===== src/rtl/mem_arbiter.sv =====
// mem_arbiter: shares one single-ported memory between the fetch port (if_*)
// and the data port (dm_*). One access in flight at a time. The data port wins
// ties, but a streak counter hands the memory to fetch after STARVE_LIMIT
// back-to-back data grants so instruction fetch is never starved.
module mem_arbiter #(
  parameter int ADDR_W       = 32,
  parameter int DATA_W       = 32,
  parameter int MEM_LATENCY  = 2,
  parameter int STARVE_LIMIT = 4
) (
  input  logic              clk_i,
  input  logic              rst_i,
  input  logic              if_req_i,
  input  logic [ADDR_W-1:0] if_addr_i,
  output logic [DATA_W-1:0] if_rdata_o,
  output logic              if_ack_o,
  output logic              if_stall_o,
  input  logic              dm_req_i,
  input  logic              dm_we_i,
  input  logic [ADDR_W-1:0] dm_addr_i,
  input  logic [DATA_W-1:0] dm_wdata_i,
  output logic [DATA_W-1:0] dm_rdata_o,
  output logic              dm_ack_o,
  output logic              dm_stall_o,
  output logic              mem_req_o,
  output logic              mem_we_o,
  output logic [ADDR_W-1:0] mem_addr_o,
  output logic [DATA_W-1:0] mem_wdata_o,
  input  logic [DATA_W-1:0] mem_rdata_i
);

  localparam int CNT_W = $clog2(MEM_LATENCY + 1);
  localparam int STK_W = $clog2(STARVE_LIMIT + 1);
  localparam logic [CNT_W-1:0] CNT_INIT = CNT_W'(MEM_LATENCY - 1);
  localparam logic [STK_W-1:0] STK_MAX  = STK_W'(STARVE_LIMIT);

  typedef enum logic [1:0] {S_IDLE, S_ISSUE, S_WAIT, S_DONE} state_t;
  typedef enum logic [1:0] {OWN_NONE, OWN_IF, OWN_DM} owner_t;

  state_t              state_q, state_d;
  owner_t              owner_q, owner_d;
  logic [CNT_W-1:0]    cnt_q, cnt_d;
  logic [STK_W-1:0]    streak_q, streak_d;
  logic                cmd_we_q, cmd_we_d;
  logic                mem_req_q, mem_req_d;
  logic                mem_we_q, mem_we_d;
  logic [ADDR_W-1:0]   mem_addr_q, mem_addr_d;
  logic [DATA_W-1:0]   mem_wdata_q, mem_wdata_d;
  logic [DATA_W-1:0]   if_rdata_q, if_rdata_d;
  logic [DATA_W-1:0]   dm_rdata_q, dm_rdata_d;
  logic                if_ack_q, if_ack_d;
  logic                dm_ack_q, dm_ack_d;
  logic                dm_wins;

  // Data port wins unless fetch is also waiting and the data streak is used up.
  always_comb begin
    dm_wins = dm_req_i && (!if_req_i || (streak_q < STK_MAX));
  end

  // Next-state logic: arbitration, command launch, latency countdown, ack pulse.
  always_comb begin
    state_d     = state_q;
    owner_d     = owner_q;
    cnt_d       = cnt_q;
    streak_d    = streak_q;
    cmd_we_d    = cmd_we_q;
    if_rdata_d  = if_rdata_q;
    dm_rdata_d  = dm_rdata_q;
    mem_req_d   = 1'b0;
    mem_we_d    = 1'b0;
    mem_addr_d  = '0;
    mem_wdata_d = '0;
    if_ack_d    = 1'b0;
    dm_ack_d    = 1'b0;

    case (state_q)
      S_IDLE: begin
        if (dm_wins) begin
          owner_d     = OWN_DM;
          cmd_we_d    = dm_we_i;
          mem_req_d   = 1'b1;
          mem_we_d    = dm_we_i;
          mem_addr_d  = dm_addr_i;
          mem_wdata_d = dm_wdata_i;
          streak_d    = if_req_i ? (streak_q + 1'b1) : '0;
          state_d     = S_ISSUE;
        end else if (if_req_i) begin
          owner_d     = OWN_IF;
          cmd_we_d    = 1'b0;
          mem_req_d   = 1'b1;
          mem_addr_d  = if_addr_i;
          streak_d    = '0;
          state_d     = S_ISSUE;
        end
      end
      S_ISSUE: begin
        cnt_d   = CNT_INIT;
        state_d = S_WAIT;
      end
      S_WAIT: begin
        if (cnt_q == '0) begin
          if (owner_q == OWN_IF) begin
            if_rdata_d = mem_rdata_i;
            if_ack_d   = 1'b1;
          end else begin
            if (!cmd_we_q) begin
              dm_rdata_d = mem_rdata_i;
            end
            dm_ack_d = 1'b1;
          end
          state_d = S_DONE;
        end else begin
          cnt_d = cnt_q - 1'b1;
        end
      end
      S_DONE: begin
        owner_d = OWN_NONE;
        state_d = S_IDLE;
      end
      default: begin
        state_d = S_IDLE;
      end
    endcase
  end

  // State register; reset drops any in-flight access without acking it.
  always_ff @(posedge clk_i) begin
    if (rst_i) begin
      state_q     <= S_IDLE;
      owner_q     <= OWN_NONE;
      cnt_q       <= '0;
      streak_q    <= '0;
      cmd_we_q    <= 1'b0;
      mem_req_q   <= 1'b0;
      mem_we_q    <= 1'b0;
      mem_addr_q  <= '0;
      mem_wdata_q <= '0;
      if_rdata_q  <= '0;
      dm_rdata_q  <= '0;
      if_ack_q    <= 1'b0;
      dm_ack_q    <= 1'b0;
    end else begin
      state_q     <= state_d;
      owner_q     <= owner_d;
      cnt_q       <= cnt_d;
      streak_q    <= streak_d;
      cmd_we_q    <= cmd_we_d;
      mem_req_q   <= mem_req_d;
      mem_we_q    <= mem_we_d;
      mem_addr_q  <= mem_addr_d;
      mem_wdata_q <= mem_wdata_d;
      if_rdata_q  <= if_rdata_d;
      dm_rdata_q  <= dm_rdata_d;
      if_ack_q    <= if_ack_d;
      dm_ack_q    <= dm_ack_d;
    end
  end

  assign mem_req_o   = mem_req_q;
  assign mem_we_o    = mem_we_q;
  assign mem_addr_o  = mem_addr_q;
  assign mem_wdata_o = mem_wdata_q;
  assign if_rdata_o  = if_rdata_q;
  assign dm_rdata_o  = dm_rdata_q;
  assign if_ack_o    = if_ack_q;
  assign dm_ack_o    = dm_ack_q;
  assign if_stall_o  = if_req_i & ~if_ack_q;
  assign dm_stall_o  = dm_req_i & ~dm_ack_q;

endmodule


===== config.mk =====
export PLATFORM = sky130hd
export DESIGN_NAME = mem_arbiter
export DESIGN_NICKNAME = d
export VERILOG_FILES = /design/src/rtl/mem_arbiter.sv
export SDC_FILE = /design/constraint.sdc
export NUM_CORES = 1
export LEC_CHECK = 0
export CORE_AREA = 2 2 154 96
export CTS_BUF_LIST = sky130_fd_sc_hd__clkbuf_8
export DETAILED_ROUTE_END_ITERATION = 6
export DIE_AREA = 0 0 156 98
export GPL_TIMING_DRIVEN = 0
export HOLD_SLACK_MARGIN = 0.08
export PLACE_DENSITY = 0.84
export SYNTH_ARGS = -nofsm -noshare
export SYNTH_HDL_FRONTEND = slang
export SYNTH_SLANG_ARGS = --single-unit

===== constraint.sdc =====
create_clock -name clk_i -period 1.55 [get_ports clk_i]
set_input_delay 0.465 -clock clk_i [delete_from_list [all_inputs] [get_ports clk_i]]
set_output_delay 0.465 -clock clk_i [all_outputs]
set_load 0.01 [all_outputs]

==> Yosys cells after proc, flatten, opt, wreduce, memory -nomap -nowiden <==
Index checks and enable logic that the tools add are counted.
{ "totals": {"regBits": 142, "output_inout_bits": 134} }
{ "op_classes": {"n_addsub": 2, "n_lt_le_gt_ge": 1, "n_eq_ne": 7, "n_mux": 19, "bitwise": 10, "reduce_logical": 17} }
{ "ops": {"columns": ["cell", "count"], "rows": [
  ["32-bit two-way mux", 2],
  ["2-bit two-way mux", 5],
  ["3-bit two-way mux", 3],
  ["1-bit NOT", 8],
  ["2-bit one-hot mux with 2 select lines", 2],
  ["2-bit one-hot mux with 4 select lines", 1],
  ["2-bit AND reduction", 4],
  ["1-bit two-way mux", 6],
  ["2-bit nonzero test", 3],
  ["3-bit OR reduction", 2],
  ["2-bit by 1-bit == test with 1-bit output, second input constant", 2],
  ["2-bit == test, second input constant", 2],
  ["2-bit zero test", 2],
  ["2-bit != test, second input constant", 2],
  ["4-bit AND reduction", 1],
  ["3-bit by 1-bit adder with 3-bit output, second input constant", 1],
  ["3-bit less-than comparator, second input constant", 1],
  ["3-bit != test, second input constant", 1],
  ["3-bit AND reduction", 1],
  ["1-bit AND", 2],
  ["2-bit OR reduction", 1],
  ["2-bit by 1-bit subtractor with 2-bit output, second input constant", 1],
  ["1-bit logical AND", 1],
  ["1-bit zero test", 1],
  ["1-bit logical OR", 1]
]} }

==> Logic depth before layout (Yosys ltp) <==
{ "logic_depth": {"ltp_word": 5, "ltp_mapped": 8, "mapped_depth_nobuf": 5} }

==> Worst setup path before layout <==
Ideal clock, no wire load.
{ "synth_path": {"path_kind": "reg2reg", "startpoint": "register state_q[0]", "endpoint": "register owner_q[0]", "setup_ns": 0.070, "arrival_ns": 1.408, "required_time_ns": 1.480, "path_slack_ns": 0.072, "stages_incl_launch_ff": 6, "path_buffers": 0, "path_cell_list": "dfxtp_1 > inv_1 > ha_1 > nor3b_1 > or4_1 > a21oi_1"} }
{ "synth_via": {"elab_chain_len": 3} }
{ "synth_lines": {"columns": ["item", "line", "text"], "rows": [
  ["from (decl)", "40", "state_t state_q, state_d;"],
  ["from (signal assigned)", "143", "state_q <= state_d;"],
  ["2-bit zero test or 2-bit == test (tied branches)", "76", "case (state_q)"],
  ["3-bit != test (no line) or 2-bit nonzero test (tied branches)", null, null],
  ["2-bit AND reduction (no line)", null, null],
  ["to (signal assigned)", "144", "owner_q <= owner_d;"],
  ["to (decl)", "41", "owner_t owner_q, owner_d;"]
]} }
Parallel ways exist; a longest one is shown, timed or not.
A chain may end at the register's enable or synchronous reset.

==> Final worst setup path <==
{ "layout_path": {"startpoint": "register dm_rdata_q[19] (netlist: dm_rdata_o[19])", "endpoint": "output dm_rdata_o[19]"} }
{ "layout_rtl": {"columns": ["item", "line", "text"], "rows": [
  ["from (decl)", "50", "logic [DATA_W-1:0] dm_rdata_q, dm_rdata_d;"],
  ["from (signal assigned)", "153", "dm_rdata_q <= dm_rdata_d;"],
  ["to (decl)", "22", "output logic [DATA_W-1:0] dm_rdata_o,"]
]} }
No word-level cell between the ends.

==> results.sh <==
export IMPL_core_area_sq_um=14000
export IMPL_numCtsBuffers=17
export IMPL_hold_buffers=0
export IMPL_clk_pin_slew_ns=0.09
export IMPL_num_rows=34
export IMPL_synth_top_family_by_area="simple AND/OR/NAND/NOR gates"
export IMPL_grt_max_degree=17
export IMPL_io_pins=267
export IMPL_cts_sinks=142
export IMPL_clk_path_buf_depth=2
export IMPL_worst_slew_pin_transition_ns=0.584
export IMPL_drt_vias_per_instance=4.60
export IMPL_fin_cells=976
export IMPL_seq_area_sq_um=2850
export IMPL_synthMuxAreaShare=0.0694
export IMPL_p_per_area_nw_per_um2=1230
export IMPL_slew_headroom=0.611
export IMPL_synthToLayoutAreaGrowth_pct=68.2
export IMPL_wl_per_cell_microns=15.9
export IMPL_synth_compound_area_share=0.111
export IMPL_finalHoldViolCount=0
export IMPL_final_common_cell="dfxtp_1"
export IMPL_h_tree_depth=4
export IMPL_ys_flop_type="dfxtp_1"
export IMPL_cts_tree="done"
export IMPL_ys_seq_elements=142
export IMPL_final_cell_mix="dfxtp_1, nand2_1, clkdlybuf4s50_1, dlygate4sd2_1, clkdlybuf4s15_1"
export IMPL_finalWeightedCongestion=0.795
export IMPL_drtIter0Drc=126
export IMPL_avgSynthCellArea_sq_um=10.0
export IMPL_drive_above_1_share=0.137
export IMPL_crit_path_start_kind="register"
export IMPL_ys_seq_area_frac=0.580
export IMPL_cp_end_kind="primary output"
export IMPL_ys_async_sr_fraction=0
export IMPL_multi_input_area_sq_um=1860
export IMPL_die_height_microns=98
export IMPL_crit_required_ns=1.08
export IMPL_clock_latency_ns=0.44
export IMPL_finalWorstSetupSlack_ns=0.0392
export IMPL_grt_pass1_wl_mm=23.0
export IMPL_ctsRootBufferMaster="clkbuf_8"
export IMPL_drc_errors=0
export IMPL_clock_skew_ns=0.0139
export IMPL_cp_top_family="flip-flops"
export IMPL_vias=4492
export IMPL_cp_cell_sequence="clkdlybuf4s15_1"
export IMPL_fillers=1223
export IMPL_fin_crit_sh=0.975
export IMPL_initial_core_util=0.350
export IMPL_tns_ns=0
export IMPL_max_cap_violations=0
export IMPL_grt_total_usage=0.196
export IMPL_synth_edf_count=0
export IMPL_ys_types=32
export IMPL_synthesis_area_sq_um=4900
export IMPL_post_route_min_period_ns=1.51
export IMPL_syn_nets=629
export IMPL_insertedDiodeCount=0
export IMPL_synthXorXnorAreaFrac=0
export IMPL_antenna_found_initial=0
export IMPL_place_ws_ns=-0.686
export IMPL_critPathMaxFanout=2
export IMPL_synth_adder_area_share=0.0153
export IMPL_critPathMaxStageDelay_ns=0.36
export IMPL_wl_mm=15.6
export IMPL_die_area_sq_um=15300
export IMPL_port_buffers=265
export IMPL_path_class="register to primary output"
export IMPL_arrival_ns=1.05
export IMPL_leakage_uw=0.00350
export IMPL_nets=923
export IMPL_ant_nets=0
export IMPL_setup_viol=0
export IMPL_max_freq_ghz=0.662
export IMPL_status="complete, no violations"
export IMPL_dpl_hpwl_mm=11.6
export IMPL_path_buf_inv=1
export IMPL_grt_overflow=0
export IMPL_peakVddDrop_uv=613
export IMPL_syn_inst=490
export IMPL_worst_path_max_delay_cell="dfxtp_1"
export IMPL_dp_cells=935
export IMPL_chipWidth_microns=156
export IMPL_power_total_uw=10200
export IMPL_first_global_vias=4272
export IMPL_maxSlewViolCount=0
export IMPL_dr_pass1_iters=5
export IMPL_min_path_type="primary input to register"
export IMPL_ys_warn_count=0
export IMPL_yosys_area_share_simple=0.176
-- worst paths after layout --
kind	slack, ns	cells past startpoint	from	end
setup / recovery	0.04	1	dm_rdata_o[19]	dm_rdata_o[19]
setup reg to reg	0.07	8	state_q[0]	dm_rdata_o[17]
hold reg to reg	0.45	2	if_rdata_o[20]	if_rdata_o[20]
hold / removal	0.38	2	rst_i	dm_ack_o
-- repair_timing --
item | CTS | global route
pin swaps | 2 | 2
cloned | 0 | 3
hold endpoints to repair | 0 | 0
setup buffers | 4 | 3
setup endpoints to repair | 246 | 171
gates resized for setup | 203 | 80
-- power by group --
| part | switching (uW) | internal [uW] |
|---|---|---|
| Sequential | 218 | 4150 |
| Combinational | 1380 | 1660 |
| Clock | 1460 | 1310 |
-- synthesized netlist by cell type, types with 2 or more instances --
master | n | area, sq um
a21oi_1 | 36 | 180
a22o_1 | 32 | 280
a22oi_1 | 2 | 15.0
and2_1 | 34 | 213
and4b_1 | 2 | 20.0
buf_2 | 13 | 65.1
buf_6 | 5 | 56.3
buf_8 | 3 | 45.0
clkbuf_1 | 11 | 41.3
dfxtp_1 | 142 | 2840
ha_1 | 6 | 75.1
inv_1 | 6 | 22.5
mux2i_1 | 34 | 340
nand2_1 | 133 | 499
nor2_1 | 7 | 26.3
nor2b_1 | 4 | 25.0
o21ai_0 | 4 | 20.0
or3_1 | 2 | 12.5
-- area by class of cell --
cell class,count,area share
flip-flops and latches,142,0.346
repair buffers,275,0.319
multi-input cells,308,0.226
plain buffers,33,0.0350
clock buffers,18,0.0300
well taps,180,0.0273
clock inverters,13,0.0141
inverters,7,0.00349
-- flip-flops by register name, summed over array words and instances, names as in the netlist, 2 cells and up --
signal and count:
dm_rdata_o 32, if_rdata_o 32, mem_addr_o 32, mem_wdata_o 32
streak_q 3, cnt_q 2, owner_q 2, state_q 2
-- layer usage --
metal	vias to the layer above	part of all wire	track usage	wire length, microns
met4	0	0.011	0.0614	171
li1	2211	-	-	-
met2	176	0.45	0.326	7070
met3	15	0.096	0.0750	1490
met5	-	0	0	0
met1	2090	0.44	0.236	6820
-- cell families (layout without fill, tap and decap cells) --
| group | Yosys count | count (layout) |
|---|---|---|
| AOI/OAI and AO/OA | 79 | 79 |
| muxes | 34 | 34 |
| adders and majority gates | 6 | 6 |
| DFF | 142 | 142 |
| buffers and inverters | 40 | 346 |
| and+or+nand+nor | 189 | 189 |
-- metrics by stage --
step	utilization	hold slack [ns]	area, sq um
2_1_floorplan	-	0.454	4900
3_3_place_gp	0.556	0.442	7780
3_5_place_dp	0.556	0.446	7780
4_1_cts	0.580	0.355	8110
5_1_grt	0.589	0.379	8250
6_report	0.589	0.382	8250
Power figures use the tool's default switching activity.
